## src/rtl/mvm_stream_loader.sv

```systemverilog
// Streams an N x N matrix (row-major) then an N-element vector into packed
// MSB-first buses, pulses mvm_ena once per frame and waits for mvm_done.
module mvm_stream_loader #(
  parameter int N     = 3,
  parameter int WIDTH = 8
) (
  input  logic                   clk,
  input  logic                   rst_n,
  input  logic                   in_valid,
  output logic                   in_ready,
  input  logic [WIDTH-1:0]       in_data,
  output logic                   mvm_ena,
  output logic [N*N*WIDTH-1:0]   mvm_matrix_a,
  output logic [N*WIDTH-1:0]     mvm_vector_b,
  input  logic                   mvm_done,
  output logic                   busy
);

  localparam int MAT_W = N * N * WIDTH;
  localparam int VEC_W = N * WIDTH;
  localparam int CNT_W = $clog2(N * N + 1);
  localparam logic [CNT_W-1:0] TERM_A = CNT_W'(N * N - 1);
  localparam logic [CNT_W-1:0] TERM_B = CNT_W'(N - 1);

  typedef enum logic [1:0] {
    LOAD_A,
    LOAD_B,
    START,
    WAIT_DONE
  } state_t;

  state_t             state_q, state_d;
  logic [CNT_W-1:0]   cnt_q, cnt_d;
  logic [MAT_W-1:0]   mat_q, mat_d;
  logic [VEC_W-1:0]   vec_q, vec_d;
  logic               ena_q, ena_d;
  logic               accept;

  always_comb begin
    state_d  = state_q;
    cnt_d    = cnt_q;
    mat_d    = mat_q;
    vec_d    = vec_q;
    ena_d    = 1'b0;
    in_ready = (state_q == LOAD_A) || (state_q == LOAD_B);
    accept   = in_valid && in_ready;

    case (state_q)
      LOAD_A: begin
        if (accept) begin
          mat_d = (mat_q << WIDTH) | MAT_W'(in_data);
          if (cnt_q == TERM_A) begin
            cnt_d   = '0;
            state_d = LOAD_B;
          end else begin
            cnt_d = cnt_q + CNT_W'(1);
          end
        end
      end
      LOAD_B: begin
        if (accept) begin
          vec_d = (vec_q << WIDTH) | VEC_W'(in_data);
          if (cnt_q == TERM_B) begin
            cnt_d   = '0;
            state_d = START;
            // ena is registered so it is high exactly while state is START
            ena_d   = 1'b1;
          end else begin
            cnt_d = cnt_q + CNT_W'(1);
          end
        end
      end
      START: begin
        state_d = WAIT_DONE;
      end
      WAIT_DONE: begin
        if (mvm_done) begin
          state_d = LOAD_A;
        end
      end
      default: begin
        state_d = LOAD_A;
        cnt_d   = '0;
      end
    endcase
  end

  always_ff @(posedge clk) begin
    if (!rst_n) begin
      state_q <= LOAD_A;
      cnt_q   <= '0;
      mat_q   <= '0;
      vec_q   <= '0;
      ena_q   <= 1'b0;
    end else begin
      state_q <= state_d;
      cnt_q   <= cnt_d;
      mat_q   <= mat_d;
      vec_q   <= vec_d;
      ena_q   <= ena_d;
    end
  end

  assign mvm_ena      = ena_q;
  assign mvm_matrix_a = mat_q;
  assign mvm_vector_b = vec_q;
  assign busy         = rst_n && ((state_q == START) || (state_q == WAIT_DONE));

endmodule

```

## config.mk

```make
export PLATFORM = sky130hd
export DESIGN_NAME = mvm_stream_loader
export DESIGN_NICKNAME = d
export VERILOG_FILES = /design/src/rtl/mvm_stream_loader.sv
export SDC_FILE = /design/constraint.sdc
export NUM_CORES = 1
export LEC_CHECK = 0
export BUFFER_PORTS_ARGS = -buffer_cell sky130_fd_sc_hd__buf_2
export CORE_ASPECT_RATIO = 1.4
export CORE_MARGIN = 5
export CORE_UTILIZATION = 39
export DETAILED_ROUTE_END_ITERATION = 10
export PLACE_DENSITY_LB_ADDON = 0.12
export SLEW_MARGIN = 5
export SYNTH_ARGS = -nofsm -noshare
export SYNTH_HDL_FRONTEND = slang
export SYNTH_SLANG_ARGS = --single-unit
```

## constraint.sdc

```tcl
create_clock -name clk -period 3.39 [get_ports clk]
set_input_delay 0.678 -clock clk [delete_from_list [all_inputs] [get_ports clk]]
set_output_delay 0.678 -clock clk [all_outputs]
set_load 0.05 [all_outputs]
```

==> results.yml, run 1 <==
cts:
  htree_levels: 3
  cts_setup_buffers: 0
  cts_tree: "built"
  ctsResizeCount: 0
  ctsHoldBuffers: 0
  root_buffer: "clkbuf_16"
  cts_buffers: 9
  worstSkewPairLatency_ns: 0.34
  cts_buffer_depth: 2
  cts_sinks: 103
  clk_pin_slew_ns: 0.07
yosys:
  ys_ff_latch: 103
  async_flop_share_pct: 0
  synth_nets: 499
  avgSynthCellArea_sq_um: 8.64
  ys.flop_type: "dfxtp_1"
  ys_seq_area_share_pct: 49.9
  synth_cell_type_count: 31
  synthTopCellsByArea: "dfxtp_1, nand2_1, a21boi_0"
  synth-edff-count: 0
  synth_warnings: 0
  synth.top_cell.area_share_pct: 49.9
  ys_top_cells_by_count: "nand2_1, dfxtp_1, a21boi_0, clkbuf_1"
  synth_top_area_cell: "dfxtp_1"
  syn_area_sq_um: 4130
  yosysMostFrequentCell: "nand2_1"
  postSynthCellCount: 478
routing:
  wl_per_cell_um: 13.2
  vias_per_cell: 4.67
  route.met3.wl_um: 707
  drc_errors: 0
  num_vias: 3333
  drt_wl_total_um: 9380
  first_pass_iters: 4
  wl_met1_um: 4240
  drt-initial-drc-count: 129
  dr_wl_met2_um: 4280
  routed.top_layer: "met4"
  drtAntennaViolNets: 0
floorplan:
  die_h_um: 132
  dieArea_sq_um: 12800
  start_util_pct: 39.9
  rows: 44
  die_w_um: 97.0
  coreArea_sq_um: 10300
  ios: 111
placement:
  gp_congestion: 0.826
  dp_hpwl_um: 6290
  place_inst: 697
  io_buffers: 110
setup_path:
  setup.worst_path.start_class: "flip-flop"
  crit_type: "flip-flop to primary output"
  startpoint: "state_q[1]"
  rrSetupSlack_ns: 1.38
  arrival_ns: 1.55
  cp_max_fo: 8
  crit_path_end: "in_ready"
  critPathCaptureType: "primary output"
  reg2reg_to: "mvm_matrix_a[17]"
  r2r_start: "state_q[0]"
  rr_worst_depth: 6
  cp.required_ns: 2.71
timing:
  finalHoldViolCount: 0
  period_minus_slack_ns: 2.23
  setup_viol: 0
  clock_skew_ns: 0.00595
  final_max_slew_viol_count: 0
  holdWs_ns: 0.463
  tightest_slew_ns: 0.881
  fin_crit_sh_pct: 65.7
  fin_setup_tns_ns: 0
  rsz0062_at_grt: "false"
  clock.fmax_mhz: 449
  slew_headroom_pct: 41.2
global_route:
  grt_use_total_pct: 15.0
  grt_pass1_vias: 3328
  overflow: 0
  antenna_found_initial: 0
  grt_max_degree: 108
  grt_pass1_wl_um: 16100
cells_and_area:
  drive_above_1_share_pct: 23.7
  final_cells: 713
  n_antenna_cell: 0
  area_delta_synth_final_pct: 20.8
  fin_nets: 591
  fin_util_pct: 48.2
power_and_ir_drop:
  peakVddDrop_v: 0.000354
  p_per_area_nw_per_um2: 506
  power.leakage_nw: 2.06
  totalPowerFinal_w: 0.00252
worst_hold_path:
  worstHoldPathCells: 2
  hold_path.class: "flip-flop to flip-flop"
outcome:
  status: "finished, final reports clean"
run:
  maxCapViolations: 0
[critical path: stages (launching register included)]
cell     delay [ns]
dfxtp_1        0.34
inv_1          0.11
ha_1           0.29
nor2_1         0.09
inv_1          0.11
buf_2          0.28
[metrics by stage]
stage,setup WS (ns),instance area (sq um)
after global placement,1.29,4650
final,1.16,4990
after global routing,0.992,4990
after CTS,1.14,4990
after detailed placement,1.27,4650
after floorplan,1.24,4130
[registers in the layout (all words and copies together), names as in the netlist]
signal / flops
mvm_matrix_a: 72
cnt_q: 4
mvm_vector_b: 24
state_q: 2
mvm_ena: 1
[kinds of logic after synthesis]
logic type                 Yosys count  synth area share [%]
and+or+nand+nor                    218                  21.0
AOI/OAI and AO/OA                  107                  19.6
DFF                                103                  49.9
buffers and inverters               39                  6.27
adders and majority gates            9                  2.73
muxes                                2                 0.485
[cell usage in the layout (no fill, tap or decap), types with 2 or more instances in the layout]
| master | instances |
|---|---|
| bufinv_16 | 2 |
| inv_1 | 6 |
| dfxtp_1 | 103 |
| buf_2 | 110 |
| nand3b_1 | 3 |
| a21boi_1 | 5 |
| mux2i_1 | 2 |
| nand3_1 | 3 |
| nor2_1 | 2 |
| a21boi_0 | 92 |
| o31ai_1 | 2 |
| nand2_2 | 2 |
| ha_1 | 9 |
| clkbuf_16 | 9 |
| clkbuf_8 | 3 |
| buf_4 | 4 |
| nand2_1 | 200 |
| o21ai_0 | 2 |
[per-layer routing]
| metal | global-route usage, % | up-vias |
|---|---|---|
| met2 | 23.7 | 85 |
| li1 | - | 1729 |
| met1 | 18.4 | 1509 |
| met3 | 6.19 | 10 |
| met5 | 0 | - |
| met4 | 5.54 | 0 |
[where the power goes]
| part | internal, W | switching (W) | total, W | leakage, nW |
|---|---|---|---|---|
| Combinational | 0.0000409 | 0.000102 | 0.000143 | 1.06 |
| Sequential | 0.00122 | 0.0000116 | 0.00123 | 0.832 |
| Clock | 0.000709 | 0.000437 | 0.00115 | 0.169 |
[area by class of cell]
| class | count | area, sq um |
|---|---|---|
| clock buffers | 12 | 267 |
| clock inverters | 4 | 73.8 |
| fillers | 1064 | 5360 |
| inverters | 6 | 22.5 |
| multi-input cells | 336 | 1810 |
| flip-flops and latches | 103 | 2060 |
| well taps | 138 | 173 |
| repair buffers | 114 | 581 |
[how the worst min path moves through the flow]
| stage | end | startpoint |
|---|---|---|
| finish | mvm_matrix_a[69] | mvm_matrix_a[69] |
| global route | mvm_matrix_a[69] | mvm_matrix_a[69] |
| CTS | mvm_matrix_a[69] | mvm_matrix_a[69] |
| detailed placement | mvm_matrix_a[69] | mvm_matrix_a[69] |
| global placement | mvm_matrix_a[64] | mvm_matrix_a[64] |
| floorplan | state_q[1] | state_q[1] |
Note: power is estimated with default switching activity, not from simulation.
==> run 2: changes to the inputs <==
--- a/config.mk
+++ b/config.mk
@@ -5,6 +5,7 @@
 export SDC_FILE = /design/constraint.sdc
 export NUM_CORES = 1
 export LEC_CHECK = 0
+export ABC_AREA = 1
 export BUFFER_PORTS_ARGS = -buffer_cell sky130_fd_sc_hd__buf_2
 export CORE_ASPECT_RATIO = 1.4
 export CORE_MARGIN = 5
==> constraint.sdc (replaced) <==
create_clock -name clk -period 1.8 [get_ports clk]
set_input_delay 0.36 -clock clk [delete_from_list [all_inputs] [get_ports clk]]
set_output_delay 0.36 -clock clk [all_outputs]
set_load 0.05 [all_outputs]
==> results.yml, run 2 <==
yosys:
  synthTopCellsByArea: "dfxtp_1, nand3_1, a21oi_1"
  ys.flop_type: "dfxtp_1"
  ys_ff_latch: 103
  async_flop_share_pct: 0
  yosysMostFrequentCell: "dfxtp_1"
  syn_area_sq_um: 3890
  synth_cell_type_count: 18
  synth_top_area_cell: "dfxtp_1"
  synth.top_cell.area_share_pct: 53.0
  ys_seq_area_share_pct: 53.0
  ys_top_cells_by_count: "dfxtp_1, nand2_1, nand3_1, a21oi_1, nor2_1"
  synth_warnings: 0
  synth-edff-count: 0
  avgSynthCellArea_sq_um: 7.82
  synth_nets: 518
  postSynthCellCount: 497
floorplan:
  die_w_um: 94.4
  rows: 43
  ios: 111
  start_util_pct: 39.5
  die_h_um: 128
  coreArea_sq_um: 9850
  dieArea_sq_um: 12100
cells_and_area:
  fill_cells: 1000
  final_cell_area_sq_um: 4960
  layout.cells.most_common_list: "buf_2, dfxtp_1, nand2_1, nand3_1, a21oi_1"
  area_delta_synth_final_pct: 27.6
  regArea_sq_um: 2060
  largest_reg_flops: 72
  fin_nets: 615
  multi_input_area_sq_um: 1620
  final_cells: 732
  final_common_cell: "buf_2"
  drive_above_1_share_pct: 25.1
  n_antenna_cell: 0
cts:
  root_buffer: "clkbuf_16"
  ctsHoldBuffers: 0
  cts_buffers: 9
  cts_tree: "built"
  cts_sinks: 103
  htree_levels: 3
  cts_buffer_depth: 2
  clk_pin_slew_ns: 0.06
  worstSkewPairLatency_ns: 0.33
timing:
  clock.fmax_mhz: 585
  holdWs_ns: 0.299
  setup_viol: 0
  clock_skew_ns: 0.00495
  final_max_slew_viol_count: 0
  fin_setup_tns_ns: 0
  rsz0062_at_grt: "false"
  period_minus_slack_ns: 1.71
  finalHoldViolCount: 0
  tightest_slew_ns: 0.395
  fin_crit_sh_pct: 94.9
  slew_headroom_pct: 73.6
routing:
  wl_per_cell_um: 14.0
  num_vias: 3659
  drtAntennaViolNets: 0
  first_pass_iters: 4
  drc_errors: 0
  vias_per_cell: 5.00
  drt_wl_total_um: 10300
  drt-initial-drc-count: 200
global_route:
  grt_pass1_wl_um: 16200
  grt_use_total_pct: 16.5
  antenna_found_initial: 0
  grt_pass1_vias: 3385
  grt_max_degree: 80
  overflow: 0
setup_path:
  critPathCaptureType: "primary output"
  path_cells: "inv_2, ha_2, nor2_4, buf_4, inv_1, buf_6"
  cp_max_fo: 4
  setup.worst_path.start_class: "flip-flop"
  max_stage_delay_ns: 0.34
  cp.required_ns: 1.44
  slowest_stage: "dfxtp_2"
  arrival_ns: 1.35
  crit_type: "flip-flop to primary output"
placement:
  gp_congestion: 0.775
  dp_hpwl_um: 6440
  place_inst: 714
  io_buffers: 110
  postPlaceCellArea_sq_um: 4570
power_and_ir_drop:
  power.leakage_nw: 2.10
  peakVddDrop_v: 0.000725
  p_per_area_nw_per_um2: 1460
run:
  maxCapViolations: 0
worst_hold_path:
  hold_path.class: "input pin to flip-flop"
outcome:
  status: "finished, final reports clean"
==> run 2: cell count changes in the layout (fill, tap and decap cells not counted), moves of 5 or more <==
cell	previous run	this run
nand2_1	200	86
o21ai_0	2	25
a21boi_1	5	0
a21boi_0	92	0
inv_1	6	12
buf_12	0	5
nand3_1	3	77
nor2_1	2	58
a21oi_1	0	75
==> run 2: layout make-up <==
type | count | area share, %
clock buffers | 12 | 5.37
flip-flops and latches | 103 | 41.6
multi-input cells | 340 | 32.7
well taps | 135 | 3.40
inverters | 16 | 1.29
repair buffers | 124 | 15.3
clock inverters | 2 | 0.328
==> run 2: worst paths after layout <==
path	from	end	slack [ns]	cells after the start
max	state_q[0]	in_ready	0.09	6
min	in_data[2]	mvm_vector_b[2]	0.30	3
max reg2reg	state_q[0]	mvm_matrix_a[57]	0.14	9
min reg2reg	mvm_matrix_a[69]	mvm_matrix_a[69]	0.46	2
==> run 2: repair_timing <==
action,in CTS,in global routing
buffers inserted,1,1
pin swaps,2,1
gates cloned,0,2
setup endpoints to repair,1,41
gates resized for setup,7,5
==> run 2: kinds of logic (layout without fill, tap and decap cells) <==
logic type	count (synthesis)	after routing	synth area share, %
AOI/OAI and AO/OA	101	101	13.1
adders and majority gates	9	9	2.90
DFF	103	103	53.0
xor gates and xnor gates	1	1	0.225
and+or+nand+nor	229	229	25.0
buffers and inverters	54	154	5.76
==> run 2: where the power goes <==
group | switching [W] | leakage, nW | internal (W)
clock network | 0.000797 | 0.137 | 0.00104
logic | 0.00198 | 1.13 | 0.000771
registers | 0.000156 | 0.833 | 0.00249
total | 0.00293 | 2.10 | 0.00430
==> run 2: per-stage QoR <==
stage	power [W]	utilization [%]	setup slack, ns
2_1_floorplan	0.00457	-	0.176
3_3_place_gp	0.00522	46.4	0.186
3_5_place_dp	0.00524	46.4	0.0806
4_1_cts	0.00715	49.6	0.0194
5_1_grt	0.00764	50.4	0.0115
6_report	0.00723	50.4	0.0919
==> run 2: per-layer routing <==
metal  vias up  GRT usage, %  wire [um]
met4         0          5.10        108
met1      1704          19.8       4310
met2        99          28.3       5190
li1       1847             -          -
met5         -             0          0
met3         9          4.76        656
==> run 2: critical path, delay by kind of cell (launching register included) <==
family,cells,cell delay (ns)
buffers and inverters,4,0.41
DFF,1,0.34
adders and majority gates,1,0.21
and+or+nand+nor,1,0.05
==> run 3: changes to the inputs <==
--- a/config.mk
+++ b/config.mk
@@ -5,14 +5,12 @@
 export SDC_FILE = /design/constraint.sdc
 export NUM_CORES = 1
 export LEC_CHECK = 0
-export ABC_AREA = 1
 export BUFFER_PORTS_ARGS = -buffer_cell sky130_fd_sc_hd__buf_2
 export CORE_ASPECT_RATIO = 1.4
 export CORE_MARGIN = 5
 export CORE_UTILIZATION = 39
 export DETAILED_ROUTE_END_ITERATION = 10
-export PLACE_DENSITY_LB_ADDON = 0.12
-export SLEW_MARGIN = 5
+export PLACE_DENSITY_LB_ADDON = 0.2
 export SYNTH_ARGS = -nofsm -noshare
 export SYNTH_HDL_FRONTEND = slang
 export SYNTH_SLANG_ARGS = --single-unit
==> results.yml, run 3 (synthesized netlist as in run 1, its figures left out) <==
routing:
  drc_errors: 0
  first_pass_iters: 5
  num_vias: 3325
  wl_per_cell_um: 13.2
  drtAntennaViolNets: 0
  drt_wl_total_um: 9450
  drt-initial-drc-count: 105
  vias_per_cell: 4.66
setup_path:
  critPathCaptureType: "primary output"
  path_cells: "inv_2, ha_1, o21a_1, buf_6"
  max_stage_delay_ns: 0.38
  crit_type: "flip-flop to primary output"
  slowest_stage: "dfxtp_4"
  setup.worst_path.start_class: "flip-flop"
  cp_max_fo: 4
  startpoint: "state_q[0]"
  r2r_start: "cnt_q[0]"
  cp.required_ns: 1.44
  arrival_ns: 1.37
power_and_ir_drop:
  p_sw_w: 0.00104
  p_clk_share_pct: 40.3
  p_per_area_nw_per_um2: 869
  power.leakage_nw: 2.05
  swShare_pct: 23.9
  power_frac_comb_pct: 6.4
  cellInternalPower_w: 0.00332
  seqPwrFrac_pct: 53.2
  peakVddDrop_v: 0.000412
timing:
  clock.fmax_mhz: 580
  fin_setup_tns_ns: 0
  fin_ws_ns: 0.0750
  final_max_slew_viol_count: 0
  rsz0062_at_grt: "false"
  slew_headroom_pct: 71.1
  finalHoldViolCount: 0
  tightest_slew_ns: 0.429
  setup_viol: 0
  fin_crit_sh_pct: 95.8
  clock_skew_ns: 0.00539
  period_minus_slack_ns: 1.73
worst_hold_path:
  worstHoldStart: "in_data[0]"
  hold_path.class: "input pin to flip-flop"
global_route:
  grt_pass1_vias: 3120
  overflow: 0
  grt_pass1_wl_um: 15300
  grt_use_total_pct: 14.5
  grt_max_degree: 96
  antenna_found_initial: 1
cts:
  cts_buffers: 9
  cts_sinks: 103
  clk_pin_slew_ns: 0.07
  cts_buffer_depth: 2
  htree_levels: 3
  root_buffer: "clkbuf_16"
  worstSkewPairLatency_ns: 0.34
  ctsHoldBuffers: 0
  cts_tree: "built"
floorplan:
  die_h_um: 132
  start_util_pct: 39.9
  ios: 111
  coreArea_sq_um: 10300
  rows: 44
  dieArea_sq_um: 12800
  die_w_um: 97.0
cells_and_area:
  fin_util_pct: 48.5
  layout.cells.most_common_list: "nand2_1, buf_2, dfxtp_1, a21boi_0, clkbuf_16"
  area_delta_synth_final_pct: 21.6
  drive_above_1_share_pct: 25.0
  largest_reg_flops: 72
  fin_nets: 593
  final_common_cell: "nand2_1"
  final_cell_area_sq_um: 5020
  n_antenna_cell: 0
outcome:
  status: "finished, final reports clean"
placement:
  postPlaceCellArea_sq_um: 4710
  dp_hpwl_um: 6340
  io_buffers: 110
  preCtsSetupSlack_ns: 0.188
  gp_congestion: 0.806
run:
  maxCapViolations: 0
==> run 3: cell count changes in the layout (fill, tap and decap cells not counted), sizes merged, moves of 3 or more <==
cell / delta
clkbuf: -4
o21ai: -23
nand2: +114
nand3: -74
a21oi: -75
inv: -8
a21boi: +97
nor2: -58
buf: -6
nand3b: +3
==> run 3: cell type report <==
| cell class | instances | area, sq um |
|---|---|---|
| clock inverter | 5 | 35.0 |
| fill | 1098 | 5330 |
| clock buffer | 10 | 229 |
| timing repair buffer | 116 | 658 |
| sequential | 103 | 2070 |
| multi-input combinational | 336 | 1840 |
| inverter | 6 | 22.5 |
| tap | 138 | 173 |
==> run 3: what timing repair did <==
item	in CTS	in global routing
setup buffers	0	0
cloned	0	0
endpoints found under the setup margin	2	2
gates resized for setup	6	10
==> run 3: critical path, delay by kind of cell (launching register included) <==
family,cells,cell delay [ns]
buffers and inverters,2,0.22
flip-flops,1,0.38
adder cells (fa/ha/maj),1,0.20
AO/OA/AOI/OAI,1,0.22
==> run 3: final timing paths <==
check / slack (ns) / cells past startpoint / endpoint
max: 0.07 / 4 / busy
min: 0.28 / 3 / mvm_matrix_a[0]
max reg2reg: 0.17 / 6 / state_q[1]
min reg2reg: 0.46 / 2 / mvm_matrix_a[70]
==> run 3: routing by layer <==
| metal | GRT usage (%) | share of wire (%) |
|---|---|---|
| met1 | 17.6 | 44 |
| met2 | 23.1 | 47 |
| met3 | 5.03 | 6.4 |
| met4 | 6.25 | 1.8 |
| met5 | 0 | 0.14 |
==> run 3: power groups by stage <==
stage | combinational, W | sequential, W | clock [W]
6_report | 0.000280 | 0.00232 | 0.00176
5_1_grt | 0.000303 | 0.00232 | 0.00192
4_1_cts | 0.000284 | 0.00232 | 0.00182
3_5_place_dp | 0.000284 | 0.00237 | 0
3_3_place_gp | 0.000281 | 0.00237 | 0
2_1_floorplan | 0.000157 | 0.00244 | 0
==> run 3: stage by stage <==
step	instances	total power, W	hold slack (ns)
2_1_floorplan	478	0.00260	0.471
3_3_place_gp	699	0.00266	0.446
3_5_place_dp	699	0.00266	0.453
4_1_cts	714	0.00443	0.275
5_1_grt	714	0.00455	0.281
6_report	714	0.00436	0.281
